<file path="config.mk">
export PLATFORM = sky130hd
export DESIGN_NAME = ups_xadc_drp_ctrl
export DESIGN_NICKNAME = d
export VERILOG_FILES = /design/src/rtl/ups_xadc_drp_ctrl.sv
export SDC_FILE = /design/constraint.sdc
export NUM_CORES = 1
export LEC_CHECK = 0
export CORE_MARGIN = 3
export CORE_UTILIZATION = 25
export CTS_BUF_LIST = sky130_fd_sc_hd__clkbuf_16
export CTS_CLUSTER_SIZE = 28
export DETAILED_ROUTE_END_ITERATION = 10
export SYNTH_ARGS = -nofsm -noshare
export SYNTH_HDL_FRONTEND = slang
export SYNTH_SLANG_ARGS = --single-unit
export TNS_END_PERCENT = 50
</file>
<file path="constraint.sdc">
create_clock -name clk -period 8.3 [get_ports clk]
set_input_delay 2.075 -clock clk [delete_from_list [all_inputs] [get_ports clk]]
set_output_delay 2.075 -clock clk [all_outputs]
set_load 0.01 [all_outputs]
</file>
<file path="src/rtl/ups_xadc_drp_ctrl.sv">
// XADC DRP sequencer: writes the config table after reset, then arbitrates the DRP port (EOC sample reads first, host second).
// Latency: den one cycle after a pending sample or host grant; result one cycle after drdy. Host holds req until ack; one sample slot, overwrite flagged.
module ups_xadc_drp_ctrl #(
    parameter logic [15:0] CFG_REG0 = 16'h0011,
    parameter logic [15:0] CFG_REG1 = 16'h2000,
    parameter logic [15:0] CFG_REG2 = 16'h0400,
    parameter int unsigned TIMEOUT  = 64
) (
    input  logic        clk,
    input  logic        rst,
    input  logic        eoc,
    input  logic [4:0]  channel,
    output logic        drp_den,
    output logic        drp_dwe,
    output logic [6:0]  drp_daddr,
    output logic [15:0] drp_di,
    input  logic [15:0] drp_do,
    input  logic        drp_drdy,
    output logic [11:0] smp_data,
    output logic [4:0]  smp_chan,
    output logic        smp_dv,
    output logic        smp_ovf,
    input  logic        host_req,
    input  logic        host_we,
    input  logic [6:0]  host_addr,
    input  logic [15:0] host_wdata,
    output logic        host_ack,
    output logic [15:0] host_rdata,
    output logic        host_err,
    output logic        cfg_done,
    output logic        timeout_flag
);

    typedef enum logic [2:0] {CFG_ISSUE, CFG_WAIT, IDLE, SMP_WAIT, HOST_WAIT} state_t;

    localparam logic [9:0] TO_LAST = 10'(TIMEOUT - 1);

    state_t      state_q, state_d;
    logic [1:0]  idx_q, idx_d;
    logic [9:0]  cnt_q, cnt_d;
    logic        pend_vld_q, pend_vld_d;
    logic [4:0]  pend_chan_q, pend_chan_d;
    logic [4:0]  rd_chan_q, rd_chan_d;
    logic        den_q, den_d;
    logic        dwe_q, dwe_d;
    logic [6:0]  daddr_q, daddr_d;
    logic [15:0] di_q, di_d;
    logic [11:0] smp_data_q, smp_data_d;
    logic [4:0]  smp_chan_q, smp_chan_d;
    logic        smp_dv_q, smp_dv_d;
    logic        smp_ovf_q, smp_ovf_d;
    logic        host_ack_q, host_ack_d;
    logic [15:0] host_rdata_q, host_rdata_d;
    logic        host_err_q, host_err_d;
    logic        cfg_done_q, cfg_done_d;
    logic        to_flag_q, to_flag_d;

    logic [15:0] cfg_val;
    logic        consume;
    logic        timed_out;

    always_comb begin
        cfg_val = CFG_REG2;
        case (idx_q)
            2'd0:    cfg_val = CFG_REG0;
            2'd1:    cfg_val = CFG_REG1;
            default: cfg_val = CFG_REG2;
        endcase
    end

    always_comb begin
        state_d      = state_q;
        idx_d        = idx_q;
        cnt_d        = cnt_q;
        rd_chan_d    = rd_chan_q;
        den_d        = 1'b0;
        dwe_d        = dwe_q;
        daddr_d      = daddr_q;
        di_d         = di_q;
        smp_data_d   = smp_data_q;
        smp_chan_d   = smp_chan_q;
        smp_dv_d     = 1'b0;
        host_ack_d   = 1'b0;
        host_rdata_d = host_rdata_q;
        host_err_d   = 1'b0;
        cfg_done_d   = cfg_done_q;
        to_flag_d    = to_flag_q;
        consume      = 1'b0;
        timed_out    = !drp_drdy && (cnt_q == TO_LAST);

        case (state_q)
            CFG_ISSUE: begin
                den_d   = 1'b1;
                dwe_d   = 1'b1;
                daddr_d = 7'h40 + {5'b0, idx_q};
                di_d    = cfg_val;
                cnt_d   = '0;
                state_d = CFG_WAIT;
            end
            CFG_WAIT: begin
                if (drp_drdy || timed_out) begin
                    if (timed_out) to_flag_d = 1'b1;
                    if (idx_q == 2'd2) begin
                        cfg_done_d = 1'b1;
                        state_d    = IDLE;
                    end else begin
                        idx_d   = idx_q + 2'd1;
                        state_d = CFG_ISSUE;
                    end
                end else begin
                    cnt_d = cnt_q + 10'd1;
                end
            end
            IDLE: begin
                // A host grant is held off while an eoc is arriving so the sample wins.
                // host_ack_q blocks re-granting a request the host has not yet dropped.
                if (pend_vld_q) begin
                    consume   = 1'b1;
                    den_d     = 1'b1;
                    dwe_d     = 1'b0;
                    daddr_d   = {2'b00, pend_chan_q};
                    di_d      = '0;
                    rd_chan_d = pend_chan_q;
                    cnt_d     = '0;
                    state_d   = SMP_WAIT;
                end else if (host_req && cfg_done_q && !eoc && !host_ack_q) begin
                    den_d   = 1'b1;
                    dwe_d   = host_we;
                    daddr_d = host_addr;
                    di_d    = host_we ? host_wdata : 16'h0000;
                    cnt_d   = '0;
                    state_d = HOST_WAIT;
                end
            end
            SMP_WAIT: begin
                if (drp_drdy) begin
                    smp_data_d = drp_do[15:4];
                    smp_chan_d = rd_chan_q;
                    smp_dv_d   = 1'b1;
                    state_d    = IDLE;
                end else if (timed_out) begin
                    to_flag_d = 1'b1;
                    state_d   = IDLE;
                end else begin
                    cnt_d = cnt_q + 10'd1;
                end
            end
            HOST_WAIT: begin
                if (drp_drdy) begin
                    host_ack_d   = 1'b1;
                    host_rdata_d = dwe_q ? 16'h0000 : drp_do;
                    state_d      = IDLE;
                end else if (timed_out) begin
                    host_ack_d   = 1'b1;
                    host_err_d   = 1'b1;
                    host_rdata_d = 16'h0000;
                    to_flag_d    = 1'b1;
                    state_d      = IDLE;
                end else begin
                    cnt_d = cnt_q + 10'd1;
                end
            end
            default: state_d = CFG_ISSUE;
        endcase

        pend_vld_d  = pend_vld_q && !consume;
        pend_chan_d = pend_chan_q;
        smp_ovf_d   = eoc && pend_vld_q && !consume;
        if (eoc) begin
            pend_vld_d  = 1'b1;
            pend_chan_d = channel;
        end
    end

    always_ff @(posedge clk or posedge rst) begin
        if (rst) begin
            state_q      <= CFG_ISSUE;
            idx_q        <= '0;
            cnt_q        <= '0;
            pend_vld_q   <= 1'b0;
            pend_chan_q  <= '0;
            rd_chan_q    <= '0;
            den_q        <= 1'b0;
            dwe_q        <= 1'b0;
            daddr_q      <= '0;
            di_q         <= '0;
            smp_data_q   <= '0;
            smp_chan_q   <= '0;
            smp_dv_q     <= 1'b0;
            smp_ovf_q    <= 1'b0;
            host_ack_q   <= 1'b0;
            host_rdata_q <= '0;
            host_err_q   <= 1'b0;
            cfg_done_q   <= 1'b0;
            to_flag_q    <= 1'b0;
        end else begin
            state_q      <= state_d;
            idx_q        <= idx_d;
            cnt_q        <= cnt_d;
            pend_vld_q   <= pend_vld_d;
            pend_chan_q  <= pend_chan_d;
            rd_chan_q    <= rd_chan_d;
            den_q        <= den_d;
            dwe_q        <= dwe_d;
            daddr_q      <= daddr_d;
            di_q         <= di_d;
            smp_data_q   <= smp_data_d;
            smp_chan_q   <= smp_chan_d;
            smp_dv_q     <= smp_dv_d;
            smp_ovf_q    <= smp_ovf_d;
            host_ack_q   <= host_ack_d;
            host_rdata_q <= host_rdata_d;
            host_err_q   <= host_err_d;
            cfg_done_q   <= cfg_done_d;
            to_flag_q    <= to_flag_d;
        end
    end

    assign drp_den      = den_q;
    assign drp_dwe      = dwe_q;
    assign drp_daddr    = daddr_q;
    assign drp_di       = di_q;
    assign smp_data     = smp_data_q;
    assign smp_chan     = smp_chan_q;
    assign smp_dv       = smp_dv_q;
    assign smp_ovf      = smp_ovf_q;
    assign host_ack     = host_ack_q;
    assign host_rdata   = host_rdata_q;
    assign host_err     = host_err_q;
    assign cfg_done     = cfg_done_q;
    assign timeout_flag = to_flag_q;

endmodule

</file>
== Yosys cells after proc, flatten, opt, wreduce, memory -nomap -nowiden ==
Index checks and enable logic that the tools add are counted.

* Equal/unequal tests: 13
* Muxes and demuxes: 44
* $add $sub $neg: 3
* Reductions and logical operators: 28
* Bitwise gates (word level): 1

{| class="wikitable"
|+ Operator list
! kind !! count
|-
| $mux 16 || 6
|-
| $mux 10 || 5
|-
| $pmux 10 s4 || 1
|-
| $pmux 16 s2 || 1
|-
| $pmux 14 s2 || 1
|-
| $mux 1 || 17
|-
| $mux 3 || 5
|-
| $mux 7 || 2
|-
| $pmux 7 s2 || 1
|-
| $pmux 3 s4 || 1
|-
| $reduce_and 3->1 || 4
|-
| $add 10x1->10 const B || 1
|-
| $eq 10x6->1 const B || 1
|-
| $ne 2x2->1 const B || 4
|-
| $reduce_and 2->1 || 4
|-
| $add 7x2->7 const A || 1
|-
| $logic_and 1x1->1 || 7
|-
| $eq 3x2->1 const B || 2
|-
| $pmux 1 s2 || 3
|-
| $reduce_bool 2->1 || 3
|-
| $reduce_and 5->1 || 1
|-
| $logic_not 1->1 || 4
|-
| $reduce_bool 4->1 || 1
|-
| $eq 3x1->1 const B || 1
|-
| other kinds (12) || 12
|}

* Input bits: 50
* Logic and storage cells: 108
* Output and inout port bits: 64
* Flip-flop bits (word level): 90

== Depth between registers and ports, before layout ==
* Depth in word-level cells: 6
* Gate-level depth with buffers: 7
* Depth with buffers taken out: 6

== Worst setup path before layout ==
No wires, ideal clock.

* Kind: in2reg
* Start point: input eoc
* End point: register cnt_q[1]
* Arrival time: 3.355 ns
* Cell stages on the path: 6
* Path slack: 4.850 ns
* Path buffers: 2
* Data required time: 8.205 ns
* Path through: clkbuf_1 and4bb_2 o31ai_2 clkbuf_1 o211ai_1 o31ai_1

* Word-level cells in the longest chain between the ends: 5

{| class="wikitable"
|+ RTL lines
! what !! RTL line !! source
|-
| start, declared || 11 || <nowiki>input logic eoc,</nowiki>
|-
| $logic_not 1->1 || 126 || <nowiki>end else if (host_req && cfg_done_q && !eoc && !host_ack_q) begin</nowiki>
|-
| $logic_and 1x1->1 (2 in a row) || 126 ||
|-
| $ne 3x3->1 (no line) || -- ||
|-
| $reduce_and 5->1 (no line) || -- ||
|-
| end signal, assigned || 199 || <nowiki>cnt_q <= cnt_d;</nowiki>
|-
| end, declared || 40 || <nowiki>logic [9:0] cnt_q, cnt_d;</nowiki>
|}

No other way between the ends.
A chain may end at the register's enable or synchronous reset.

== Worst setup path after layout ==
* Start point: input eoc
* End point: register cnt_q[9]

The elaborated chain is that of the path after synthesis.

==> impl_metrics.csv <==
group,metric,value,unit
status,status,"completed",
global_route,grt_pass1_wl,17.3,mm
critical_path,path_cells,"clkdlybuf4s50_1 -> and4bb_2 -> o31ai_4 -> buf_4 -> o21ai_1 -> o211ai_1",
critical_path,crit_path_end_kind,"register",
timing,holdWs,463,ps
global_route,busiest_layer,"met2",
layout,fin_area,0.00549,mm2
place,placed_cell_area,0.00523,mm2
layout,drive_gt1_frac,0.106,
route,num_vias,3096,
synth,synth_area,0.00391,mm2
route,firstDrtPassIters,4,
clock_tree,cts_tree,"yes",
clock_tree,insertion_delay,350,ps
synth,synthFlopType,"dfrtp_1",
floorplan,core_area,0.0153,mm2
timing,setup_tns,0,ps
global_route,antenna_found_initial,0,
clock_tree,post_cts_resized,0,
timing,rsz0062_at_grt,"false",
synth,async_flop_share,1.00,
synth,synth-edff-count,0,
route,drt-vias-per-instance,4.54,
timing,finalMaxSlewViolations,0,
floorplan,die_w,131,um
timing,setup_viol,0,
critical_path,r2r-end,"idx_q[1]$_DFFE_PP0P_",
pwr,p_leak,2.31,nW
route,wl_per_cell,14.9,um
hold_path,hold_start,"timeout_flag$_DFFE_PP0P_",
place,place.gp.congestion,0.761,
route,first_iter_violations,143,
timing,fmax,250,MHz
clock_tree,clk_pin_slew,60,ps
route,drc,0,
hold_path,worstHoldEndpoint,"timeout_flag$_DFFE_PP0P_",
critical_path,cp_data_required_time,8560,ps
global_route,gr-total-overflow,0,
flow_run,cap_violations,0,
global_route,grt_max_degree,91,
clock_tree,clockBufferDepth,2,
critical_path,slowest_delay,670,ps
synth,syn-mean-instance-area,10.7,um2
critical_path,ff2ff_setup_slack,5880,ps
layout,fin_nets,521,
clock_tree,htreeDepth,3,
critical_path,reg2reg_depth,5,
floorplan,die_h,131,um
critical_path,cp_slowest_cell,"clkdlybuf4s50_1",
floorplan,die-area,0.0172,mm2
floorplan,ios,114,
critical_path,critPathKind,"input pin to register",
timing,post-route-period-util,0.482,
synth,ys_seq_area_frac,0.576,
critical_path,crit_buf_inv,2,
synth,yosys.area.top_type,"dfrtp_1",
critical_path,rr_startpoint,"cnt_q[1]$_DFFE_PP0P_",
pwr,power.total,1.22,mW
route,wl,10.2,mm
hold_path,hold_path.class,"register to register",
synth,synth.distinct_cells,41,
critical_path,start_kind,"input pin",
clock_tree,cts_hold_buf,0,
timing,fin_crit,4000,ps
global_route,use_met2,0.196,
synth,synthesis.nets,420,
route,ant_nets,0,
timing,worstMarginPinSlew,1150,ps
layout,n_antenna_cell,0,
global_route,gr-usage-met3,0.0333,
timing,fin_skew,5.94,ps
place,dp_hpwl,7.16,mm
synth,yosys_warnings,0,
critical_path,cp_top_family,"buffers and inverters",
hold_path,hold_path_depth,1,
synth,synth_seq_cells,90,
clock_tree,root_buffer,"clkbuf_16",
place,portBuffers,113,
global_route,use_met1,0.158,
floorplan,initial_core_util,0.256,
layout,fillers,1551,
clock_tree,numCtsBuffers,9,
global_route,grt_usage,0.123,
global_route,grt_pass1_vias,3243,
synth,synthTopCellsByArea,"dfrtp_1 58%, mux2_2 7.8%, o21ai_0 7.2%, nand2_1 5.9%, a31oi_1 2.1%",
floorplan,rows,45,
pwr,cellPowerDensity,222,mW/mm2
timing,max-slew-margin-rel,0.236,
synth,synth_top_area_frac,0.576,
synth,syn_inst,366,
critical_path,crit_fanout,51,
layout,syn_to_final_growth,40.3,%
critical_path,cp.arrival,4260,ps
clock_tree,cts.sinks,90,
timing,finalHoldViolCount,0,
pwr,ir_worst_vdd,113,uV
clock_tree,cts_setup_buffers,0,
==> how the worst max path moves through the flow <==
stage                     start                    to  slack, ps  cells past startpoint
after global routing        eoc  cnt_q[7]$_DFFE_PP0P_       4090                      6
after CTS                   eoc  cnt_q[9]$_DFFE_PP0P_       4280                      6
after global placement      eoc  cnt_q[9]$_DFFE_PP0P_       3980                      6
after detailed placement    eoc  cnt_q[9]$_DFFE_PP0P_       3910                      6
final                       eoc  cnt_q[9]$_DFFE_PP0P_       4300                      6
after floorplan             rst  cfg_done$_DFFE_PP0P_       3890                      1
==> layer usage <==
| metal | routed length (um) | share of wire |
|---|---|---|
| met1 | 4550 | 0.45 |
| met2 | 4960 | 0.49 |
| met3 | 520 | 0.051 |
| met4 | 129 | 0.013 |
| met5 | 0 | 0 |
==> Yosys cell counts (4+ instances only) <==
cell	number
dfrtp_1	90
nand2_1	61
o21ai_0	56
mux2_2	27
clkbuf_1	18
a31oi_1	13
inv_1	12
nor2_1	12
nand3_1	7
a21oi_1	6
buf_2	5
mux2i_1	5
nor2b_1	5
and3_1	4
ha_1	4
o31ai_1	4
==> where the power goes <==
part / switching, mW / internal, mW
Combinational: 0.127 / 0.162
Sequential: 0.0527 / 0.507
Clock: 0.170 / 0.199
Total: 0.350 / 0.868
==> worst register-to-register path, stage by stage (launching register included) <==
cell,delay (ps)
dfrtp_1,410
ha_1,230
and3_1,300
a41oi_4,420
or4_4,640
mux2_4,310
==> cells by family after synthesis <==
group | count (synthesis) | synth area share
adders and majority gates | 4 | 0.0128
buffers and inverters | 37 | 0.0384
and+or+nand+nor | 103 | 0.123
DFF | 90 | 0.576
muxes | 33 | 0.0943
AOI/OAI and AO/OA | 98 | 0.153
xor gates and xnor gates | 1 | 0.00224
==> sequential cells by signal (all words and copies together), names as in the netlist <==
signal	cells
cfg_done	1
cnt_q	10
drp_daddr	7
drp_den	1
drp_di	16
drp_dwe	1
host_ack	1
host_err	1
host_rdata	16
idx_q	2
pend_chan_q	5
pend_vld_q	1
rd_chan_q	5
smp_chan	5
smp_data	12
smp_dv	1
smp_ovf	1
state_q	3
timeout_flag	1
==> final cells by class <==
type                    count  area [um2]  share of cell area
repair buffers            115        1150               0.209
clock inverters             6        35.0             0.00638
well taps                 211         264              0.0481
inverters                  12        46.3             0.00844
multi-input cells         239        1520               0.277
clock buffers               9         225              0.0410
flip-flops and latches     90        2250               0.410
==> stage by stage <==
step                      utilization  worst slack [ps]  std cells
after floorplan                     -              3890        366
after global placement          0.343              3980        667
after detailed placement        0.343              3910        667
after CTS                       0.360              4280        682
after global routing            0.360              4090        682
final                           0.360              4300        682
==> layout by cell type (no fill, tap or decap), types with 2 or more instances in the layout <==
master           count
a21oi_1              6
o21ai_0             56
a41o_1               2
ha_1                 4
nand2b_1             2
mux2_2              27
nor2_1              12
a22oi_1              2
dfrtp_1             90
nand4_1              3
mux2i_1              5
clkinv_1             3
nor3_1               3
buf_4                2
nand3_1              7
nor2b_1              5
o211ai_1             3
or3b_2               2
and3_1               4
inv_1               11
a31oi_1             13
clkdlybuf4s50_1    113
clkinvlp_4           2
o31ai_1              4
clkbuf_16            9
a21o_1               3
nand2_1             61
Power figures use the tool's default switching activity.
